$ cat src/rtl/usb_rx_pkg.sv
// Shared types and constants for the USB receive path.
//   rx_state_t    : bit-unstuffer state (ACTIVE, STUFF, ERR)
//   USB_STUFF_LEN : run of consecutive 1s after which a stuffed 0 follows
//   USB_BYTE_W    : assembled word width
package usb_rx_pkg;

  typedef enum logic [1:0] {
    ACTIVE = 2'd0,
    STUFF  = 2'd1,
    ERR    = 2'd2
  } rx_state_t;

  localparam int unsigned USB_STUFF_LEN = 6;
  localparam int unsigned USB_BYTE_W    = 8;

endpackage

$ cat src/rtl/stuff_detector.sv
// Run-length tracker for USB bit stuffing.
// Counts consecutive 1s among data bits and keeps a flag marking that the
// next bit event carries a stuffed bit (which clears the run).
// Ports:
//   clk      : system clock
//   rst      : synchronous active-high reset
//   bit_evt  : a non-EOP bit event to be tracked (data or stuffed bit)
//   b        : bit value for this event
//   eop      : end-of-packet event, clears the run
//   is_stuff : this data bit completes a run; the next bit is stuffed
module stuff_detector
  import usb_rx_pkg::*;
#(
  parameter int unsigned STUFF_LEN = USB_STUFF_LEN
) (
  input  logic clk,
  input  logic rst,
  input  logic bit_evt,
  input  logic b,
  input  logic eop,
  output logic is_stuff
);

  localparam int unsigned OW = $clog2(STUFF_LEN + 1);
  localparam logic [OW-1:0] RUN_LAST = OW'(STUFF_LEN - 1);

  logic [OW-1:0] ones_cnt_q, ones_cnt_d;
  logic          pend_q, pend_d;

  always_comb begin
    ones_cnt_d = ones_cnt_q;
    pend_d     = pend_q;
    is_stuff   = 1'b0;
    if (eop) begin
      ones_cnt_d = '0;
      pend_d     = 1'b0;
    end else if (bit_evt) begin
      if (pend_q) begin
        // Stuffed bit: consumed here, restarts the run whatever its value.
        ones_cnt_d = '0;
        pend_d     = 1'b0;
      end else if (b) begin
        ones_cnt_d = ones_cnt_q + OW'(1);
        if (ones_cnt_q == RUN_LAST) begin
          pend_d   = 1'b1;
          is_stuff = 1'b1;
        end
      end else begin
        ones_cnt_d = '0;
      end
    end
  end

  always_ff @(posedge clk) begin
    if (rst) begin
      ones_cnt_q <= '0;
      pend_q     <= 1'b0;
    end else begin
      ones_cnt_q <= ones_cnt_d;
      pend_q     <= pend_d;
    end
  end

endmodule

$ cat src/rtl/rx_unstuff_shift.sv
// USB receive bit unstuffer and LSB-first byte assembler.
// Sits after the NRZI decoder; strobes are delayed one cycle to line up
// with the decoder's registered output bit.
// Optional macro RX_STUFF_ERR_CHECK_EN: a 1 in a stuffed-bit slot raises
// stuff_err and parks the block in ERR until EOP; otherwise the stuffed
// bit is dropped regardless of value and stuff_err stays 0.
// Ports:
//   clk          : system clock
//   rst          : synchronous active-high reset
//   d_orig       : decoded serial bit (valid one cycle after shift_enable)
//   shift_enable : bit strobe
//   eop          : end-of-packet flag, same timing as shift_enable
//   rx_byte      : last completed byte, held until the next one
//   byte_valid   : one-cycle pulse when rx_byte updates
//   stuff_err    : one-cycle pulse on bit-stuff violation
//   partial_err  : one-cycle pulse when EOP finds a partially filled byte
module rx_unstuff_shift
  import usb_rx_pkg::*;
#(
  parameter int unsigned DATA_W    = USB_BYTE_W,
  parameter int unsigned STUFF_LEN = USB_STUFF_LEN
) (
  input  logic              clk,
  input  logic              rst,
  input  logic              d_orig,
  input  logic              shift_enable,
  input  logic              eop,
  output logic [DATA_W-1:0] rx_byte,
  output logic              byte_valid,
  output logic              stuff_err,
  output logic              partial_err
);

  localparam int unsigned BW = (DATA_W > 1) ? $clog2(DATA_W) : 1;
  localparam logic [BW-1:0] LAST_BIT = BW'(DATA_W - 1);

  rx_state_t         state_q, state_d;
  logic              se_dly_q, se_dly_d;
  logic              eop_dly_q, eop_dly_d;
  logic [BW-1:0]     bit_cnt_q, bit_cnt_d;
  logic [DATA_W-1:0] shreg_q, shreg_d;
  logic [DATA_W-1:0] rx_byte_q, rx_byte_d;
  logic              byte_valid_q, byte_valid_d;
  logic              stuff_err_q, stuff_err_d;
  logic              partial_err_q, partial_err_d;

  logic bit_evt;
  logic eop_evt;
  logic det_evt;
  logic is_stuff;

  assign bit_evt = se_dly_q & ~eop_dly_q;
  assign eop_evt = se_dly_q & eop_dly_q;
  // ERR ignores data entirely, so the run tracker must not see those bits.
  assign det_evt = bit_evt & (state_q != ERR);

  stuff_detector #(
    .STUFF_LEN(STUFF_LEN)
  ) u_stuff_detector (
    .clk     (clk),
    .rst     (rst),
    .bit_evt (det_evt),
    .b       (d_orig),
    .eop     (eop_evt),
    .is_stuff(is_stuff)
  );

  always_comb begin
    se_dly_d      = shift_enable;
    eop_dly_d     = eop;
    state_d       = state_q;
    bit_cnt_d     = bit_cnt_q;
    shreg_d       = shreg_q;
    rx_byte_d     = rx_byte_q;
    byte_valid_d  = 1'b0;
    stuff_err_d   = 1'b0;
    partial_err_d = 1'b0;

    if (eop_evt) begin
      partial_err_d = (bit_cnt_q != '0);
      bit_cnt_d     = '0;
      shreg_d       = '0;
      state_d       = ACTIVE;
    end else if (bit_evt) begin
      case (state_q)
        ACTIVE: begin
          shreg_d = {d_orig, shreg_q[DATA_W-1:1]};
          if (bit_cnt_q == LAST_BIT) begin
            bit_cnt_d    = '0;
            rx_byte_d    = {d_orig, shreg_q[DATA_W-1:1]};
            byte_valid_d = 1'b1;
          end else begin
            bit_cnt_d = bit_cnt_q + BW'(1);
          end
          // May coincide with byte completion; both take effect.
          if (is_stuff) begin
            state_d = STUFF;
          end
        end
        STUFF: begin
`ifdef RX_STUFF_ERR_CHECK_EN
          if (d_orig) begin
            stuff_err_d = 1'b1;
            bit_cnt_d   = '0;
            shreg_d     = '0;
            state_d     = ERR;
          end else begin
            state_d = ACTIVE;
          end
`else
          state_d = ACTIVE;
`endif
        end
        ERR: begin
          state_d = ERR;
        end
        default: begin
          state_d = ACTIVE;
        end
      endcase
    end
  end

  always_ff @(posedge clk) begin
    if (rst) begin
      state_q       <= ACTIVE;
      se_dly_q      <= 1'b0;
      eop_dly_q     <= 1'b0;
      bit_cnt_q     <= '0;
      shreg_q       <= '0;
      rx_byte_q     <= '0;
      byte_valid_q  <= 1'b0;
      stuff_err_q   <= 1'b0;
      partial_err_q <= 1'b0;
    end else begin
      state_q       <= state_d;
      se_dly_q      <= se_dly_d;
      eop_dly_q     <= eop_dly_d;
      bit_cnt_q     <= bit_cnt_d;
      shreg_q       <= shreg_d;
      rx_byte_q     <= rx_byte_d;
      byte_valid_q  <= byte_valid_d;
      stuff_err_q   <= stuff_err_d;
      partial_err_q <= partial_err_d;
    end
  end

  assign rx_byte     = rx_byte_q;
  assign byte_valid  = byte_valid_q;
  assign stuff_err   = stuff_err_q;
  assign partial_err = partial_err_q;

endmodule

$ cat config.mk
export PLATFORM = sky130hd
export DESIGN_NAME = rx_unstuff_shift
export DESIGN_NICKNAME = d
export VERILOG_FILES = /design/src/rtl/usb_rx_pkg.sv /design/src/rtl/stuff_detector.sv /design/src/rtl/rx_unstuff_shift.sv
export SDC_FILE = /design/constraint.sdc
export NUM_CORES = 1
export LEC_CHECK = 0
export BUFFER_PORTS_ARGS = -buffer_cell sky130_fd_sc_hd__buf_2
export CAP_MARGIN = 20
export CORE_ASPECT_RATIO = 0.9
export CORE_UTILIZATION = 49
export CTS_CLUSTER_SIZE = 40
export DETAILED_ROUTE_END_ITERATION = 16
export PLACE_DENSITY_LB_ADDON = 0.3
export SLEW_MARGIN = 10
export SYNTH_ARGS = -nofsm -noshare
export SYNTH_HDL_FRONTEND = slang
export SYNTH_SLANG_ARGS = --single-unit
$ cat constraint.sdc
create_clock -name clk -period 1.4 [get_ports clk]
set_input_delay 0.28 -clock clk [delete_from_list [all_inputs] [get_ports clk]]
set_output_delay 0.28 -clock clk [all_outputs]
set_load 0.05 [all_outputs]
==> metrics.txt, run 1 <==
Initial DRC Count=23; ratio of cells with drive above 1 in the final layout=35.00%; Mapped Cells=134; max_cap viols=0; CTS tree=built; P&R area growth vs syn=24.18%; full die area=0.002608 mm^2; global-route wire length before repair=approximately 3.8 mm; pwr/cell area=896.2 mW/mm^2; core area=about 0.0022 mm^2; Max Freq=702.3 MHz; hold buffer count at cts=0; Initial Util=53.10%; IO buf count=14; Synth area leaders=dfxtp_1 (48%), a21oi_1 (9.3%), nand2_1 (6.4%); fin nets=171; kind of critical path=reg2reg; drt first pass iters=4; largest family of logic cells by synthesized area=simple AND/OR/NAND/NOR gates; gr ovfl total=0; largest net degree at the start of global routing=19; Req. time, crit path=1.65 ns; setup_tns=-0.02398 ns; Pleak=around 0.56 nW; initial antenna violation count=0; hold crit path type=in2reg; CTS root buf=clkbuf_4; drt wl/cell=12.32 um; Placed Area=0.001365 mm^2; H-tree levels=1; Synth top area share=47.51%; status=complete, but fails checks; Clock Path Buffers=2; DR vias/cell=5.235; Avg Inst Size Synth=8.805 um^2; n_diodes=0; Placer Congestion=0.7667; final core occ=65.93%; skew final=between 0.005 and 0.006 ns; Via Count=around 980; I/O pin count=16; Sink Count=28; clk_lat worst skew=0.32 ns; XOR/XNOR share of the synthesized area=0%; crit-path max FO=3; Ys Warns=0; Compound-Gate Fraction of Synth Area=18.24%; Synth Cell Area=around 0.0012 mm^2; design area=0.001465 mm^2; Final Max Tran Viols=0; CP Launch Type=flop; crit path DAT=1.67 ns; Post-Route WL=around 2.3 mm; Std-Cell Rows=16; DRC Markers=0; cell taking the most area after synthesis=dfxtp_1; Reg clk slew, reported paths=0.14 ns; syn_nets=144; Final Cycle Share=101.7%; failing checks=setup timing; count of different cell masters after synthesis=28; detailed placement HPWL=1.576 mm; flops & latches, synth=28; Die W=53.73 um; register area share after synthesis=47.51%; leading cell type in the layout, fill and taps excluded=dfxtp_1; Num CTS Buffers=3; register-to-register setup slack=-0.02 ns; Final WS setup=-0.02398 ns; # setup viols final=1; post-route ant nets=0; Worst Setup End Kind=flop; RSZ-0062 raised after global routing=true; commonest cells after routing, fill and taps aside=dfxtp_1 (22), a21oi_1 (21), nand2_1 (20); vias in the first global route=866; Post-Synth Adder-Cell Area=roughly 5.3%; GRT Total Usage=19.43%; Fin. Hold Viols=0; maximum VDD drop=0.0009953 V; post-synthesis simple-gate area fraction=23.01%; Power, Total=0.001313 W; Tmin final=between 1 and 1.5 ns; multiplexer share of the synthesized area=0%; Die Y=48.55 um
## critical path: stages (launching register included)
cell and delay, ns:
dfxtp_2 0.38, ha_1 0.15, nand2_1 0.05, or4_4 0.52, a221oi_2 0.25
## per-layer routing
layer / vias up / track usage (%) / routed length, um
li1: 516 / - / -
met1: 446 / 25.10 / 1092
met2: 17 / 32.10 / 1133
met3: 0 / 5.660 / 77
met4: 0 / 2.632 / 0
met5: - / 0 / 0
## metrics by stage
step                hold WS (ns)  std cells  setup slack [ns]
finish                    0.1529        187          -0.02398
global route              0.1288        187          -0.09711
CTS                       0.1396        187          -0.02380
detailed placement        0.4526        181          -0.04621
global placement          0.4471        181         -0.002545
floorplan                 0.3442        134          0.006888
## cell type report
class / count / area, um^2
fillers: 189 / 757.0
clock buffers: 4 / 36.28
inverters: 7 / 26.28
well taps: 27 / 33.78
multi-input cells: 91 / 584.3
repair buffers: 30 / 211.5
flip-flops and latches: 28 / 573.1
## cells by family (layout without fill, tap and decap cells)
| kind of cell | after synthesis | count (layout) |
|---|---|---|
| adders and majority gates | 5 | 5 |
| buffers and inverters | 15 | 41 |
| AOI/OAI and AO/OA | 38 | 38 |
| and+or+nand+nor | 47 | 47 |
| DFF | 28 | 28 |
| other | 1 | 1 |
## worst paths after layout
check | from | endpoint | cells past startpoint
setup / recovery | u_stuff_detector.ones_cnt_q[0] | state_q[0] | 4
setup reg to reg | u_stuff_detector.ones_cnt_q[0] | state_q[0] | 4
hold / removal | shift_enable | se_dly_q | 2
hold reg to reg | rx_byte[0] | rx_byte[0] | 2
## cell usage after synthesis
library cell,number
a21o_2,1
nand3_1,10
nor2b_1,3
or4_1,2
or3_1,1
inv_1,7
dfxtp_1,28
buf_4,2
nor3_1,2
nand2_1,20
and2b_4,1
clkbuf_1,4
nand2b_4,1
conb_1,1
or4b_1,1
o21ai_0,12
nor2_1,1
buf_2,2
a21oi_1,22
ha_1,5
a221oi_2,1
nor3b_1,1
nor3_2,1
nand2b_1,1
or4_4,1
nor4b_4,1
a311o_2,1
a32o_1,1
## power breakdown
group / switching [W] / internal [W]
clock network: 0.000227 / 0.000159
registers: 0.00000861 / 0.000804
logic: 0.0000661 / 0.0000489
## flip-flops by register name (all words and copies together), names as in the netlist
name / cells
byte_valid: 1
bit_cnt_q: 3
eop_dly_q: 1
u_stuff_detector.ones_cnt_q: 3
se_dly_q: 1
partial_err: 1
u_stuff_detector.pend_q: 1
shreg_q: 7
state_q: 2
rx_byte: 8
## repair_timing
action / in CTS / in global routing
gates cloned: 1 / 0
gates resized for setup: 5 / 19
setup endpoints to repair: 9 / 12
setup buffers: 1 / 0
pin swaps: 2 / 2
Note: power is estimated with default switching activity, not from simulation.
==> run 2: changes to the inputs <==
--- a/config.mk
+++ b/config.mk
@@ -6,7 +6,6 @@
 export NUM_CORES = 1
 export LEC_CHECK = 0
 export BUFFER_PORTS_ARGS = -buffer_cell sky130_fd_sc_hd__buf_2
-export CAP_MARGIN = 20
 export CORE_ASPECT_RATIO = 0.9
 export CORE_UTILIZATION = 49
 export CTS_CLUSTER_SIZE = 40
==> constraint.sdc (replaced) <==
create_clock -name clk -period 1.15 [get_ports clk]
set_input_delay 0.23 -clock clk [delete_from_list [all_inputs] [get_ports clk]]
set_output_delay 0.23 -clock clk [all_outputs]
set_load 0.05 [all_outputs]
==> run 2 against run 1 <==
The run still ends with setup timing left. Clock power rose by 25%. Via count up 19%. Power is 31% higher. Global-route usage up 5.5 points. Core utilization rose by 20 points. Sequential power rose by 22%. Combinational power increased by 110%. Final cell count rose by 9.6%. Flip-flop and latch count is the same. Non-clock buffer count increased by 18. Largest cell class unchanged. Largest power group unchanged.
==> metrics.txt, run 2 (synthesis results as in run 1) <==
Die Y=just under 50 um; hold buffer count at cts=0; CP Launch Type=flop; commonest cells after routing, fill and taps aside=buf_4 (23), buf_6 (17), a21oi_2 (13), dfxtp_1 (13), dfxtp_2 (12); reg-to-reg endpoint=state_q[0]; slowest stage cell, crit path=or4_4; GRT Total Usage=24.92%; Tmin final=about 1.5 ns; max reg flops=8; CTS root buf=clkbuf_4; core area=about 0.0022 mm^2; Reg clk slew, reported paths=0.15 ns; drt wl/cell=~18 um; Fin. Hold Viols=0; failing checks=setup timing; Pleak=a little over 0.7 nW; Final Cycle Share=127.5%; Worst path max stage delay=~0.54 ns; vias in the first global route=1,072; final core occ=85.81%; reg2reg path depth=5; maximum VDD drop=roughly 0.00076 V; drt first pass iters=4; DR vias/cell=5.688; Max Freq=682.0 MHz; initial antenna violation count=0; full die area=0.002608 mm^2; Std-Cell Rows=16; Num CTS Buffers=3; status=complete, but fails checks; global-route wire length before repair=4.781 mm; Die W=53.73 um; pwr/cell area=900.7 mW/mm^2; clk_lat worst skew=0.34 ns; Initial DRC Count=26; worst-path cell chain=inv_2 > ha_4 > nand2_2 > or4_4 > a221oi_2; I/O pin count=16; crit path to=state_q[0]; max_cap viols=0; reg2reg start=u_stuff_detector.ones_cnt_q[1]; setup_tns=-5.524 ns; Req. time, crit path=around 1.4 ns; Via Count=1,166; Initial Util=between 50% and 60%; fin nets=189; Worst Setup End Kind=flop; Clock Path Buffers=2; Final Max Tran Viols=0; Placer Congestion=about 0.87; n_diodes=0; # setup viols final=24; DRC Markers=0; Sink Count=28; Post-Route WL=approximately 3.7 mm; post-route ant nets=0; detailed placement HPWL=1.741 mm; Fill cells=~110; crit path DAT=1.71 ns; hold crit path type=in2reg; crit-path max FO=2; CTS tree=built; IO buf count=14; ratio of cells with drive above 1 in the final layout=65.73%; RSZ-0062 raised after global routing=true; kind of critical path=reg2reg; leading cell type in the layout, fill and taps excluded=buf_4; H-tree levels=1; largest net degree at the start of global routing=19; P&R area growth vs syn=61.61%; gr ovfl total=0; Final WS setup=-0.3162 ns; register-to-register setup slack=-0.32 ns; Crit. Startpoint=u_stuff_detector.ones_cnt_q[1]; skew final=0.01266 ns
## run 2: cell count changes in the layout (fill, tap and decap cells not counted), moves of 4 or more
| cell | previous run | this run |
|---|---|---|
| buf_6 | 3 | 17 |
| a21oi_2 | 1 | 13 |
| buf_4 | 11 | 23 |
| nand2_1 | 20 | 9 |
| o21ai_2 | 2 | 7 |
| dfxtp_1 | 22 | 13 |
| a21oi_1 | 21 | 9 |
| dfxtp_2 | 4 | 12 |
| buf_2 | 15 | 4 |
| nand2_2 | 0 | 4 |
| o21ai_1 | 5 | 1 |
| nand2_4 | 0 | 7 |
## run 2: metrics by stage
step / hold slack (ns) / power [W] / setup slack, ns / area [um^2] / cells
6_report: 0.09181 / 0.001718 / -0.3162 / 1907 / 205
5_1_grt: 0.09085 / 0.001778 / -0.3709 / 1907 / 205
4_1_cts: 0.08401 / 0.001673 / -0.2882 / 1658 / 200
3_5_place_dp: 0.4467 / 0.001157 / -0.2823 / 1425 / 188
3_3_place_gp: 0.4369 / 0.001151 / -0.2336 / 1425 / 188
2_1_floorplan: 0.2919 / 0.001096 / -0.1983 / 1217 / 134
## run 2: metal layers
layer  track usage (%)  vias to the layer above  wire, um
met4             6.579                        0        49
li1                  -                      554         -
met3             5.975                        6       183
met1             31.12                      572      1629
met5                 0                        -         0
met2             41.56                       34      1857
## run 2: cell type report
type | instances | area, um^2 | share of cell area, %
timing repair buffer | 48 | 469.2 | 24.61
clock buffer | 4 | 36.28 | 1.903
tap | 27 | 33.78 | 1.772
inverter | 7 | 28.78 | 1.509
sequential | 28 | 586.8 | 30.77
multi-input combinational | 91 | 752.0 | 39.44
## run 2: what timing repair did
action                     in CTS  in global routing
setup endpoints to repair      32                 34
buffers inserted                5                  4
resized for setup              51                 57
pin swaps                      13                 16
cloned                          3                  2
## run 2: worst min path at each step
stage                       startpoint  depth (start not counted)  slack [ns]          to
after detailed placement           rst                          2        0.45  state_q[0]
final                              rst                          2        0.09  state_q[0]
after CTS                          rst                          2        0.08  state_q[0]
after floorplan                    rst                          1        0.29    se_dly_q
after global placement    shift_enable                          2        0.44    se_dly_q
after global routing               rst                          2        0.09  state_q[0]
## run 2: worst max-delay path: cells and delay by family, from the launching register on
family	cells	cell delay, ns
and+or+nand+nor	2	0.59
DFF	1	0.35
AOI/OAI and AO/OA	1	0.26
adders and majority gates	1	0.12
buffers and inverters	1	0.06
## run 2: where the power goes
part | switching (W) | total [W] | internal, W
Sequential | 0.0000121 | 0.000988 | 0.000976
Clock | 0.000289 | 0.000483 | 0.000194
Combinational | 0.000126 | 0.000246 | 0.000120
==> run 3: changes to the inputs <==
--- a/config.mk
+++ b/config.mk
@@ -11,6 +11,7 @@
 export CTS_CLUSTER_SIZE = 40
 export DETAILED_ROUTE_END_ITERATION = 16
 export PLACE_DENSITY_LB_ADDON = 0.3
+export SETUP_SLACK_MARGIN = 0.02
 export SLEW_MARGIN = 10
 export SYNTH_ARGS = -nofsm -noshare
 export SYNTH_HDL_FRONTEND = slang
==> run 3 against run 2 <==
The flow still finishes with violations (setup timing). Largest power group unchanged. Worst setup slack got worse by 0.016 ns. Sequential power barely moved. Register-to-register slack got worse by 0.02 ns. Global-route usage fell by 0.063 points. Sequential share of layout area fell by 0.51 points. Wire length rose by 0.13%. First-iteration DRC count rose by 35%. Largest cell class unchanged. Via count rose by 4.7%. Worst hold slack improved by 0.0083 ns. Non-clock buffer count rose by 3. Fmax fell by 1.1%. Flip-flop and latch count did not move.
==> metrics.txt, run 3 (synthesis results as in run 1) <==
RSZ-0062 raised after global routing=true; gr ovfl total=0; failing checks=setup timing; NetSw=between 0.0004 and 0.0005 W; Post-Route WL=~3.7 mm; status=complete, but fails checks; vias in the first global route=1,041; H-tree levels=1; post-route ant nets=0; max reg flops=8; Max Freq=just under 700 MHz; Num CTS Buffers=3; placed cells=188; Req. time, crit path=1.41 ns; Std-Cell Rows=16; global-route wire length before repair=4.761 mm; hold crit path type=in2reg; Tmin final=~1.5 ns; commonest cells after routing, fill and taps aside=buf_4 (22), buf_6 (20), a21oi_2 (14); CP Launch Type=flop; crit-path max FO=5; internal power=0.001298 W; Via Count=about 1,200; Logic pwr share=14.7%; largest net degree at the start of global routing=19; I/O pin count=16; clk_lat worst skew=0.34 ns; max_cap viols=0; initial antenna violation count=0; Final WS setup=-0.3326 ns; Worst Setup End Kind=flop; leading cell type in the layout, fill and taps excluded=buf_4; CTS tree=built; full die area=0.002608 mm^2; Placer Congestion=~0.87; detailed placement HPWL=about 1.7 mm; DRC Markers=0; drt wl/cell=17.91 um; Pleak=0.7313 nW; P&R area growth vs syn=64.69%; Finished Layout Cells=208; ratio of cells with drive above 1 in the final layout=approximately two thirds; design area=between 0.0015 and 0.002 mm^2; # setup viols final=25; drt first pass iters=4; Final Cycle Share=128.9%; Final Max Tran Viols=0; CTS root buf=clkbuf_4; pwr/cell area=891.2 mW/mm^2; kind of critical path=reg2reg; Initial Util=about 53%; Reg clk slew, reported paths=0.16 ns; Sequential Power Share=57.1%; maximum VDD drop=0.001055 V; Fin. Hold Viols=0; Die Y=48.55 um; crit path DAT=1.74 ns; Placed Area=0.001425 mm^2; skew final=0.01327 ns; GRT Total Usage=24.86%; n_diodes=0; sw frac=25.05%; Clock Path Buffers=2; fin nets=192; IO buf count=14; Sink Count=28; Clk pwr share=28.3%; Die W=53.73 um; core area=0.002222 mm^2; hold buffer count at cts=0; Initial DRC Count=35; DR vias/cell=5.870
-- run 3: final cells by class --
class                   instances  area (um^2)
clock buffers                   4        36.28
flip-flops and latches         28        588.1
multi-input cells              91        745.7
well taps                      27        33.78
repair buffers                 51        510.5
inverters                       7        28.78
fillers                       110        279.0
-- run 3: what timing repair did --
item,4_1_cts,5_1_grt
endpoints found under the setup margin,34,34
gates cloned,3,3
buffers inserted,5,6
pin swaps,13,17
resized for setup,58,52
-- run 3: per-layer routing --
layer / vias up / wire length [um] / track usage, %
met4: 0 / 76 / 6.140
li1: 561 / - / -
met5: - / 0 / 0
met3: 11 / 206 / 5.660
met1: 594 / 1547 / 31.90
met2: 55 / 1895 / 40.95
-- run 3: through the flow --
step	utilization [%]	setup WS (ns)	hold WS [ns]	TNS (ns)	total power, W
floorplan	-	-0.1983	0.2919	-3.841	0.001096
global placement	64.13	-0.2336	0.4369	-3.563	0.001151
detailed placement	64.13	-0.2823	0.4467	-4.033	0.001157
CTS	75.68	-0.2882	0.08401	-4.233	0.001673
global route	87.44	-0.3665	0.08966	-6.161	0.001796
finish	87.44	-0.3326	0.1002	-4.979	0.001732
-- run 3: power by group through the flow --
| stage | combinational [W] | clock, W | sequential (W) |
|---|---|---|---|
| 4_1_cts | 0.000190 | 0.000491 | 0.000992 |
| 2_1_floorplan | 0.0000825 | 0 | 0.00101 |
| 6_report | 0.000254 | 0.000490 | 0.000988 |
| 3_5_place_dp | 0.000145 | 0 | 0.00101 |
| 5_1_grt | 0.000266 | 0.000540 | 0.000990 |
| 3_3_place_gp | 0.000140 | 0 | 0.00101 |
-- run 3: critical path, cell delays in order (launching register included) --
cell and delay, ns:
dfxtp_2 0.37, buf_6 0.12, nor4b_4 0.27, buf_6 0.18
buf_12 0.12, nand3_1 0.12, a21oi_1 0.23
-- run 3: final timing paths --
kind,from,cells after the start,end,slack [ns]
hold reg to reg,rx_byte[2],2,rx_byte[2],0.48
hold / removal,eop,2,eop_dly_q,0.10
setup reg to reg,state_q[1],6,rx_byte[3],-0.33
setup / recovery,state_q[1],6,rx_byte[3],-0.33
